$ cat config.mk
export PLATFORM = sky130hd
export DESIGN_NAME = mips_multi_ctrl
export DESIGN_NICKNAME = d
export VERILOG_FILES = /design/src/rtl/mips_multi_ctrl.sv
export SDC_FILE = /design/constraint.sdc
export NUM_CORES = 1
export LEC_CHECK = 0
export CAP_MARGIN = 20
export CORE_ASPECT_RATIO = 0.6
export CORE_UTILIZATION = 50
export CTS_BUF_LIST = sky130_fd_sc_hd__clkbuf_16
export CTS_CLUSTER_SIZE = 25
export DETAILED_ROUTE_END_ITERATION = 8
export PLACE_DENSITY = 0.83
export REMOVE_ABC_BUFFERS = 1
export SYNTH_ARGS = -nofsm -noshare
export SYNTH_HDL_FRONTEND = slang
export SYNTH_SLANG_ARGS = --single-unit
export TNS_END_PERCENT = 50
$ cat constraint.sdc
create_clock -name clk -period 4.2 [get_ports clk]
set_input_delay 0.42 -clock clk [delete_from_list [all_inputs] [get_ports clk]]
set_output_delay 0.42 -clock clk [all_outputs]
set_load 0.02 [all_outputs]
$ cat src/rtl/mips_multi_ctrl.sv
// Multicycle MIPS control unit: Moore FSM with memory wait states, beq/bne,
// R-type funct decode, sticky illegal-opcode flag and retired-instruction count.
module mips_multi_ctrl #(
  parameter int unsigned MEM_HANDSHAKE = 1,
  parameter int unsigned SUPPORT_BNE   = 1,
  parameter int unsigned CNT_W         = 32
) (
  input  logic             clk,
  input  logic             reset,
  input  logic [5:0]       Op,
  input  logic [5:0]       Funct,
  input  logic             mem_ready,
  output logic             mem_req,
  output logic             PC_write,
  output logic             Mem_write,
  output logic             lorD_mux,
  output logic             IR_write,
  output logic             Reg_Dst_mux,
  output logic             Mem_reg_mux,
  output logic             Reg_write,
  output logic             ALU_srcA_mux,
  output logic [1:0]       ALU_srcB_mux,
  output logic [2:0]       ALU_control,
  output logic [1:0]       Pc_src_mux,
  output logic             Branch,
  output logic             Branch_ne,
  output logic             ALU_reg_write,
  output logic             illegal_op,
  output logic [3:0]       state_o,
  output logic [CNT_W-1:0] instr_count
);

  typedef enum logic [3:0] {
    S_IDLE     = 4'd0,
    S_FETCH    = 4'd1,
    S_DECODE   = 4'd2,
    S_MEMADR   = 4'd3,
    S_MEMREAD  = 4'd4,
    S_MEMWB    = 4'd5,
    S_MEMWRITE = 4'd6,
    S_EXECUTE  = 4'd7,
    S_ALUWB    = 4'd8,
    S_BRANCH   = 4'd9,
    S_ADDIEX   = 4'd10,
    S_ADDIWB   = 4'd11,
    S_JUMP     = 4'd12
  } state_t;

  localparam logic [5:0] OP_RTYPE = 6'h00;
  localparam logic [5:0] OP_J     = 6'h02;
  localparam logic [5:0] OP_BEQ   = 6'h04;
  localparam logic [5:0] OP_BNE   = 6'h05;
  localparam logic [5:0] OP_ADDI  = 6'h08;
  localparam logic [5:0] OP_LW    = 6'h23;
  localparam logic [5:0] OP_SW    = 6'h2B;

  localparam logic [2:0] ALU_ADD = 3'b010;
  localparam logic [2:0] ALU_SUB = 3'b110;
  localparam logic [2:0] ALU_AND = 3'b000;
  localparam logic [2:0] ALU_OR  = 3'b001;
  localparam logic [2:0] ALU_SLT = 3'b111;

  state_t           state_q, state_d;
  logic             illegal_q, illegal_d;
  logic [CNT_W-1:0] count_q, count_d;
  logic             retire;
  logic             ready;
  logic             funct_legal;

  assign ready       = (MEM_HANDSHAKE != 0) ? mem_ready : 1'b1;
  assign funct_legal = (Funct == 6'h20) || (Funct == 6'h22) || (Funct == 6'h24) ||
                       (Funct == 6'h25) || (Funct == 6'h2A);

  always_comb begin
    state_d   = S_IDLE;
    illegal_d = illegal_q;
    retire    = 1'b0;
    case (state_q)
      S_IDLE:   state_d = S_FETCH;
      S_FETCH:  state_d = ready ? S_DECODE : S_FETCH;
      S_DECODE: begin
        state_d = S_FETCH;
        case (Op)
          OP_LW, OP_SW: state_d = S_MEMADR;
          OP_RTYPE: begin
            if (funct_legal) state_d = S_EXECUTE;
            else             illegal_d = 1'b1;
          end
          OP_BEQ:  state_d = S_BRANCH;
          OP_BNE: begin
            if (SUPPORT_BNE != 0) state_d = S_BRANCH;
            else                  illegal_d = 1'b1;
          end
          OP_ADDI: state_d = S_ADDIEX;
          OP_J:    state_d = S_JUMP;
          default: illegal_d = 1'b1;
        endcase
      end
      S_MEMADR:  state_d = (Op == OP_LW) ? S_MEMREAD : S_MEMWRITE;
      S_MEMREAD: state_d = ready ? S_MEMWB : S_MEMREAD;
      S_MEMWRITE: begin
        state_d = ready ? S_FETCH : S_MEMWRITE;
        retire  = ready;
      end
      S_EXECUTE: state_d = S_ALUWB;
      S_ADDIEX:  state_d = S_ADDIWB;
      S_MEMWB, S_ALUWB, S_BRANCH, S_ADDIWB, S_JUMP: begin
        state_d = S_FETCH;
        retire  = 1'b1;
      end
      default: state_d = S_IDLE;
    endcase
    count_d = retire ? count_q + CNT_W'(1) : count_q;
  end

  always_ff @(posedge clk) begin
    if (reset) begin
      state_q   <= S_IDLE;
      illegal_q <= 1'b0;
      count_q   <= '0;
    end else begin
      state_q   <= state_d;
      illegal_q <= illegal_d;
      count_q   <= count_d;
    end
  end

  // Moore decode; only FETCH (ready), EXECUTE (Funct) and BRANCH (Op) look past the state
  always_comb begin
    mem_req       = 1'b0;
    PC_write      = 1'b0;
    Mem_write     = 1'b0;
    lorD_mux      = 1'b0;
    IR_write      = 1'b0;
    Reg_Dst_mux   = 1'b0;
    Mem_reg_mux   = 1'b0;
    Reg_write     = 1'b0;
    ALU_srcA_mux  = 1'b0;
    ALU_srcB_mux  = 2'b00;
    ALU_control   = 3'b000;
    Pc_src_mux    = 2'b00;
    Branch        = 1'b0;
    Branch_ne     = 1'b0;
    ALU_reg_write = 1'b0;
    case (state_q)
      S_FETCH: begin
        mem_req      = 1'b1;
        ALU_srcB_mux = 2'b01;
        ALU_control  = ALU_ADD;
        IR_write     = ready;
        PC_write     = ready;
      end
      S_DECODE: begin
        ALU_srcB_mux  = 2'b11;
        ALU_control   = ALU_ADD;
        ALU_reg_write = 1'b1;
      end
      S_MEMADR, S_ADDIEX: begin
        ALU_srcA_mux  = 1'b1;
        ALU_srcB_mux  = 2'b10;
        ALU_control   = ALU_ADD;
        ALU_reg_write = 1'b1;
      end
      S_MEMREAD: begin
        mem_req  = 1'b1;
        lorD_mux = 1'b1;
      end
      S_MEMWB: begin
        Mem_reg_mux = 1'b1;
        Reg_write   = 1'b1;
      end
      S_MEMWRITE: begin
        mem_req   = 1'b1;
        lorD_mux  = 1'b1;
        Mem_write = 1'b1;
      end
      S_EXECUTE: begin
        ALU_srcA_mux  = 1'b1;
        ALU_reg_write = 1'b1;
        case (Funct)
          6'h20:   ALU_control = ALU_ADD;
          6'h22:   ALU_control = ALU_SUB;
          6'h24:   ALU_control = ALU_AND;
          6'h25:   ALU_control = ALU_OR;
          6'h2A:   ALU_control = ALU_SLT;
          default: ALU_control = 3'b000;
        endcase
      end
      S_ALUWB: begin
        Reg_Dst_mux = 1'b1;
        Reg_write   = 1'b1;
      end
      S_BRANCH: begin
        ALU_srcA_mux = 1'b1;
        ALU_control  = ALU_SUB;
        Pc_src_mux   = 2'b01;
        Branch       = (Op == OP_BEQ);
        Branch_ne    = (Op == OP_BNE) && (SUPPORT_BNE != 0);
      end
      S_ADDIWB: Reg_write = 1'b1;
      S_JUMP: begin
        Pc_src_mux = 2'b10;
        PC_write   = 1'b1;
      end
      default: ;
    endcase
  end

  assign illegal_op  = illegal_q;
  assign state_o     = state_q;
  assign instr_count = count_q;

endmodule

After elaboration in Yosys (flattened, before gate mapping). Cells that the tools add are included.

Register bits: 37. Bits in latches: 0. Bits in writable memories: 0. Bits in read-only memories: 0. Input bits: 15. Logic and storage cells: 74. Memories kept: 0.

$add $sub $neg: 1. $mul: 0. Div/mod/pow operators: 0. Magnitude comparators: 0. Equal/unequal tests: 24. Shift-type cells: 0. Muxes and demuxes: 26. Bitwise logic cells: 1. Reductions and logical operators: 19.

Operators by type and width (count): $eq 6x6->1 const B (7); $add 32x1->32 const B (1); $pmux 4 s8 (1); $eq 4x4->1 const B (5); $pmux 4 s5 (1); $eq 4x3->1 const B (4); $mux 1 (13); $eq 6x3->1 const B (2); $pmux 3 s4 (1); $reduce_or 4->1 (3); $reduce_or 6->1 (2); $pmux 3 s3 (1); $eq 4x2->1 const B (2); $reduce_or 2->1 (4); $eq 6x2->1 const B (1); $eq 6x4->1 const B (1); $logic_not 6->1 (1); $mux 3 (2); $pmux 1 s2 (3); $pmux 2 s3 (1); $reduce_or 3->1 (2); $reduce_or 5->1 (1); $eq 4x1->1 const B (1); $logic_not 4->1 (1); 6 further kinds (10).

Longest topological paths before layout. Gate-level depths: netlist (run 1).

Depth after elaboration: 8. Mapped depth: 7. Gate-level depth less buffers: 6.

Worst setup path after synthesis (run 1). Ideal clock, no wire load.

Kind: register -> output. Start: register state_q[0] (netlist: state_o[0]). End: output port PC_write. Arrival: 1.918 ns. Required time: 3.780 ns. Slack: 1.862 ns. Cell stages (with the launch flop): 5. Buffers on the path: 1. Cell sequence: dfxtp_1 -> clkbuf_1 -> nand2b_1 -> nor4_1 -> or2_2.

Cells in the longest elaborated chain, start to end: 2.

Ends and longest elaborated chain: from (decl) (RTL line 63) `state_t state_q, state_d;`; from (signal assigned) (RTL line 122) `state_q <= state_d;`; $eq 4x4->1 / $eq 4x1->1 (equally long branches) (RTL line 145) `case (state_q)`; $pmux 1 s2 * (RTL line 145); to (decl) (RTL line 14) `output logic PC_write,`.

Every way passes the cells marked *; elsewhere a longest branch is shown, timed or not.

Final worst setup path (run 1).
Start: input port Op[1]. End: output port Branch.

Cells in the longest elaborated chain, start to end: 2.

Ends and longest elaborated chain: from (decl) (RTL line 10) `input logic [5:0] Op,`; $eq 6x3->1 (RTL line 197) `Branch = (Op == OP_BEQ);`; $mux 1 (RTL line 145); to (decl) (RTL line 25) `output logic Branch,`.

No other way between the ends.

==> metrics.yaml, run 1 <==
synth_cell_type_count: 55
synth_simple_gate_area_share_pct: 30.6
clockBufferDepth: 2
sw_frac_of_total_pct: 24.1
core_area_um2: 4190
synth-main-ff-cell: "dfxtp_1"
arrival_ns: 2.60
setup_ws_ns: 1.18
viasPerCell: 5.84
drc: 0
critPathMaxStageDelay_ns: 0.62
cts_buffers: 5
final-setup-viol-count: 0
r2r_start: "state_o[2]"
synth_compound_area_share_pct: 24.0
nNetsFinal: 362
power.density_nw_per_um2: 262
antenna_left: 0
synth.yosys.seq_area_share_pct: 33.4
rsz0062_at_grt: "no"
intPower_mw: 0.613
crit_path_max_fanout: 8
reg2regPathDepth: 5
finalCritPeriodShare_pct: 72.0
synth_edf_count: 0
cts.reportedPaths.clkPinSlew_ns: 0.05
synthTopCellsByArea: "dfxtp_1, nor2_1, xor2_1, a21oi_1, or3_1"
clock_sinks: 37
area_growth_pct: 39.1
grt_use_total_pct: 27.1
fin_cells: 407
antenna_found_initial: 0
fin_tns_setup_ns: 0
die_h_um: 53.6
htreeDepth: 2
cts_tree: "yes"
p_clk_share_pct: 43.5
numPlacedInstances: 399
criticalPathCategory: "input pin to primary output"
drive_above_1_share_pct: 5.76
io_buffers: 70
die_w_um: 88.0
p_leak_nw: 1.03
overflow: 0
syn_area_per_cell_um2: 7.86
cts_root_buf: "clkbuf_16"
slew_viol_final: 0
synthXorXnorAreaFrac_pct: 6.32
r2r_end: "instr_count[31]"
worst_pin_slew_ns: 0.778
min_from: "illegal_op"
async_flop_share_pct: 0
pwr-share-seq_pct: 44.8
cts_setup_buffers: 0
synth_fa_ha_area_share_pct: 0.564
max_slew_margin_pct: 48.1
hold_viol_final: 0
critPathTopFamily: "buffers and inverters"
fin_crit_ns: 3.02
final_cell_mix: "clkdlybuf4s50_1, nor2_1, dfxtp_1, a21oi_1, nand2_1"
fp.dieArea_um2: 4710
dr_total_vias: 2375
required_ns: 3.78
status: "finished clean"
first_pass_iters: 5
p_total_mw: 0.808
worst_setup_path_start_kind: "input pin"
syn-instance-count: 282
grt_pass1_wl_mm: 9.67
grt_pass1_vias: 1940
register_area_um2: 741
p_comb_share_pct: 11.7
syn-cell-area_um2: 2220
whs_path_depth: 2
synthMuxAreaShare_pct: 0.903
synth.ff_latch_count: 37
n_antenna_cell: 0
ys_warn_count: 0
totalWireLength_mm: 6.04
max_clock_freq_mhz: 331
switching_power_mw: 0.195
yosys.area.top_type: "dfxtp_1"
start_util_pct: 52.9
rows: 18
synth_top_family_by_area: "simple AND/OR/NAND/NOR gates"
ir_worst_vdd_uv: 158
path_cells: "clkdlybuf4s50_1 -> or4b_1 -> nor2_1 -> nand2_1 -> nor2_1 -> clkdlybuf4s50_1"
hold_slack_ns: 0.454
dp_hpwl_mm: 4.42
hp-class: "flip-flop to flip-flop"
cp_num_buf_inv: 2
final.setup_skew_ns: 0.00470
slowest_stage: "clkdlybuf4s50_1"
pre_cts_ws_ns: 1.18
r2r_slack_ns: 1.52
drt_first_iter_violations: 151
wl_per_cell_um: 14.8
hold_path_end: "illegal_op"
max_cap_viol_count: 0
cts-resized-gates: 0
yosysTopAreaCellShare_pct: 33.4
ioPinCount: 71
multi_input_area_um2: 1380
fillers: 348
clock_latency_ns: 0.28
ctsHoldBuffers: 0
gp_congestion: 0.840
grt_max_degree: 20
end_kind: "primary output"
final_common_cell: "clkdlybuf4s50_1"
[cells in the mapped netlist (4+ instances only)]
library cell,count
nor2_1,38
dfxtp_1,37
a21oi_1,20
nand2_1,15
o21ai_0,14
or3_1,13
xor2_1,13
clkbuf_1,10
nand3_1,10
o2111ai_1,8
inv_1,7
nand4_1,7
and3_1,6
o21ai_1,6
buf_2,5
nand2b_1,5
nor2b_1,5
o211ai_1,5
or4_1,5
nor3_1,4
o21a_1,4
[stage by stage]
step / cell area (um^2) / utilization, %
finish: 3080 / 73.6
global route: 3080 / 73.6
CTS: 3080 / 73.6
detailed placement: 2950 / 70.3
global placement: 2950 / 70.3
floorplan: 2150 / -
[how the worst max path moves through the flow]
| stage | from | endpoint | slack (ns) | cells past startpoint |
|---|---|---|---|---|
| global route | Op[1] | Branch | 1.07 | 6 |
| detailed placement | Op[1] | Branch | 1.18 | 6 |
| floorplan | state_o[2] | instr_count[31] | 1.91 | 5 |
| finish | Op[1] | Branch | 1.18 | 6 |
| CTS | Op[1] | Branch | 1.18 | 6 |
| global placement | Op[1] | Branch | 1.29 | 6 |
[sequential cells by signal, indices dropped and copies added (netlist names)]
register / count
state_o: 4
illegal_op: 1
instr_count: 32
[tightest hold or removal path: stages (launching register included)]
cell and delay, ns:
dfxtp_1 0.31, inv_1 0.05, a21oi_1 0.05
[area by class of cell]
type | count | area share, %
Multi-Input combinational cell | 222 | 44.9
Clock inverter | 3 | 0.446
Inverter | 8 | 0.974
Timing Repair Buffer | 72 | 23.2
Sequential cell | 37 | 24.0
Clock buffer | 5 | 4.06
Tap cell | 60 | 2.43
[routing by layer]
| layer | vias up | share of wire [%] | wire length, um | track usage, % |
|---|---|---|---|---|
| met5 | - | 0 | 0 | 0 |
| met4 | 0 | 0.22 | 13 | 5.19 |
| met3 | 2 | 5.7 | 345 | 5.83 |
| met2 | 78 | 42 | 2540 | 38.1 |
| met1 | 1111 | 52 | 3140 | 41.9 |
| li1 | 1184 | - | - | - |
[power by group through the flow]
| stage | clock network [mW] | registers, mW | logic, mW |
|---|---|---|---|
| 6_report | 0.352 | 0.362 | 0.0946 |
| 3_5_place_dp | 0 | 0.369 | 0.0934 |
| 3_3_place_gp | 0 | 0.369 | 0.0932 |
| 2_1_floorplan | 0 | 0.370 | 0.0406 |
| 4_1_cts | 0.355 | 0.362 | 0.0940 |
| 5_1_grt | 0.374 | 0.362 | 0.102 |
[kinds of logic after synthesis]
logic type	count (synthesis)
mux	2
fa+ha+maj	1
compound gates	79
xor+xnor	16
buf+inv	23
simple gates	124
flops	37
(Power assumes the default switching activity.)
==> inputs of run 2 (changes only) <==
--- a/config.mk
+++ b/config.mk
@@ -7,11 +7,11 @@
 export LEC_CHECK = 0
 export CAP_MARGIN = 20
 export CORE_ASPECT_RATIO = 0.6
-export CORE_UTILIZATION = 50
+export CORE_UTILIZATION = 46
 export CTS_BUF_LIST = sky130_fd_sc_hd__clkbuf_16
 export CTS_CLUSTER_SIZE = 25
 export DETAILED_ROUTE_END_ITERATION = 8
-export PLACE_DENSITY = 0.83
+export PLACE_DENSITY = 0.77
 export REMOVE_ABC_BUFFERS = 1
 export SYNTH_ARGS = -nofsm -noshare
 export SYNTH_HDL_FRONTEND = slang
==> constraint.sdc (replaced) <==
create_clock -name clk -period 2.9 [get_ports clk]
set_input_delay 0.29 -clock clk [delete_from_list [all_inputs] [get_ports clk]]
set_output_delay 0.29 -clock clk [all_outputs]
set_load 0.02 [all_outputs]
==> metrics.yaml, run 2 (synthesized netlist as in run 1, its figures left out) <==
drive_above_1_share_pct: 7.89  # +2.1 points
ir_worst_vdd_uv: 235  # +49%
cp_num_buf_inv: 2  # unchanged
path_cells: "clkdlybuf4s50_1 -> or4b_1 -> nor2_1 -> and3_1 -> clkdlybuf4s50_1"
fp.dieArea_um2: 5110  # +8.4%
antenna_found_initial: 0  # unchanged
ioPinCount: 71  # unchanged
status: "finished, violations left"
first_pass_iters: 7  # +2
ctsHoldBuffers: 0  # unchanged
antenna_left: 0  # unchanged
end_kind: "primary output"
critPathMaxStageDelay_ns: 0.60  # -0.02 ns
n_antenna_cell: 0  # unchanged
io_buffers: 70  # unchanged
final-setup-viol-count: 0  # unchanged
power.density_nw_per_um2: 374  # +43%
drt_first_iter_violations: 161  # +6.6%
crit_cells: 5  # -1
start_util_pct: 48.1  # -4.9 points
min_from: "illegal_op"
htreeDepth: 2  # unchanged
worst_pin_slew_ns: 0.660  # -0.119 ns
reg2regPathDepth: 7  # +2
worstSetupEndpoint: "Branch_ne"
dr_total_vias: 2441  # +2.8%
overflow: 0  # unchanged
cts_root_buf: "clkbuf_16"
grt_use_total_pct: 25.2  # -1.9 points
area_growth_pct: 42.0
rsz0062_at_grt: "no"
grt_pass1_wl_mm: 10.0  # +3.6%
nNetsFinal: 370  # +2.2%
cts_tree: "yes"
r2r_end: "instr_count[6]"
viasPerCell: 5.84  # about the same
cts_buffers: 5  # unchanged
final.setup_skew_ns: 0.00339  # -0.00131 ns
p_total_mw: 1.18  # +46%
clock_latency_ns: 0.28  # about the same
crit_path_max_fanout: 7  # -1
met2_length_mm: 2.54  # +0.16%
worst_setup_path_start_kind: "input pin"
crit_top_cell: "clkdlybuf4s50_1"
top_layer: "met3"
clockBufferDepth: 2  # unchanged
die_h_um: 55.8  # +4.1%
wl_per_cell_um: 15.0  # +1.3%
setup.worst_path.start: "Op[3]"
slew_viol_final: 0  # unchanged
fin_tns_setup_ns: 0  # unchanged
max_clock_freq_mhz: 379
p_leak_nw: 1.07  # +4.0%
max_slew_margin_pct: 55.7  # +7.5 points
max_cap_viol_count: 0  # unchanged
final_common_cell: "clkdlybuf4s50_1"
m1WireLength_mm: 3.26  # +3.8%
arrival_ns: 2.35  # -0.25 ns
final_cell_mix: "clkdlybuf4s50_1, nor2_1, dfxtp_1, a21oi_1, nand2_1"
hp-class: "flip-flop to flip-flop"
die_w_um: 91.6  # +4.2%
whs_path_depth: 2  # unchanged
clock_sinks: 37  # unchanged
required_ns: 2.61  # -1.17 ns
critPathTopFamily: "buffers and inverters"
slowest_stage: "clkdlybuf4s50_1"
r2r_slack_ns: 0.75  # -0.77 ns
wl_met3_um: 476  # +38%
gp_congestion: 0.874  # +4.0%
r2r_start: "state_o[0]"
violations: "DRC"
core_area_um2: 4610  # +10%
largest_reg_flops: 32  # unchanged
hold_viol_final: 0  # unchanged
cts-resized-gates: 0  # unchanged
totalWireLength_mm: 6.28  # +4.0%
grt_pass1_vias: 2011  # +3.7%
fin_crit_ns: 2.64
rows: 19  # +1
drc: 6  # +6
cts_setup_buffers: 0  # unchanged
finalCritPeriodShare_pct: 90.9
grt_max_degree: 18  # -10%
dp_hpwl_mm: 4.72  # +6.7%
cts.reportedPaths.clkPinSlew_ns: 0.05  # about the same
criticalPathCategory: "input pin to primary output"
-- run 2: cell count changes in the layout (fill, tap and decap cells not counted) --
cell   previous run  this run
buf_4             2        10
-- run 2: area by class of cell --
class,instances,area [um^2]
Inverter,8,30.0
Sequential cell,37,741
Tap cell,63,78.8
Timing Repair Buffer,80,776
Multi-Input combinational cell,222,1380
Clock buffer,5,125
Fill cell,393,1460
Clock inverter,3,13.8
-- run 2: worst reg2reg max path, stage by stage (launching register included) --
cell and delay [ns]:
dfxtp_1 0.36, buf_4 0.19, nand2b_1 0.22, o32ai_4 0.40, buf_4 0.26, o21ai_1 0.13
or4_1 0.47, nand2_1 0.07
-- run 2: worst min path at each step --
stage                       to
floorplan           illegal_op
global placement    illegal_op
detailed placement  illegal_op
CTS                 illegal_op
global route        illegal_op
finish              illegal_op
-- run 2: routing by layer --
layer | global-route usage, % | up-vias
met5 | 0 | -
met1 | 40.4 | 1154
li1 | - | 1200
met4 | 3.40 | 0
met3 | 7.79 | 0
met2 | 32.8 | 87
-- run 2: through the flow --
| step | utilization [%] | setup slack, ns | hold slack, ns | instance area [um^2] | instances |
|---|---|---|---|---|---|
| after floorplan | - | 0.611 | 0.359 | 2150 | 267 |
| after global placement | 65.2 | 0.300 | 0.445 | 3010 | 410 |
| after detailed placement | 65.2 | 0.263 | 0.447 | 3010 | 410 |
| after CTS | 68.3 | 0.264 | 0.468 | 3150 | 418 |
| after global routing | 68.3 | 0.0874 | 0.504 | 3150 | 418 |
| final | 68.3 | 0.264 | 0.468 | 3150 | 418 |
-- run 2: report_power, final --
part / internal (mW) / switching, mW / total (mW)
clock: 0.312 / 0.196 / 0.507
combinational: 0.0689 / 0.0839 / 0.153
sequential: 0.512 / 0.00573 / 0.518
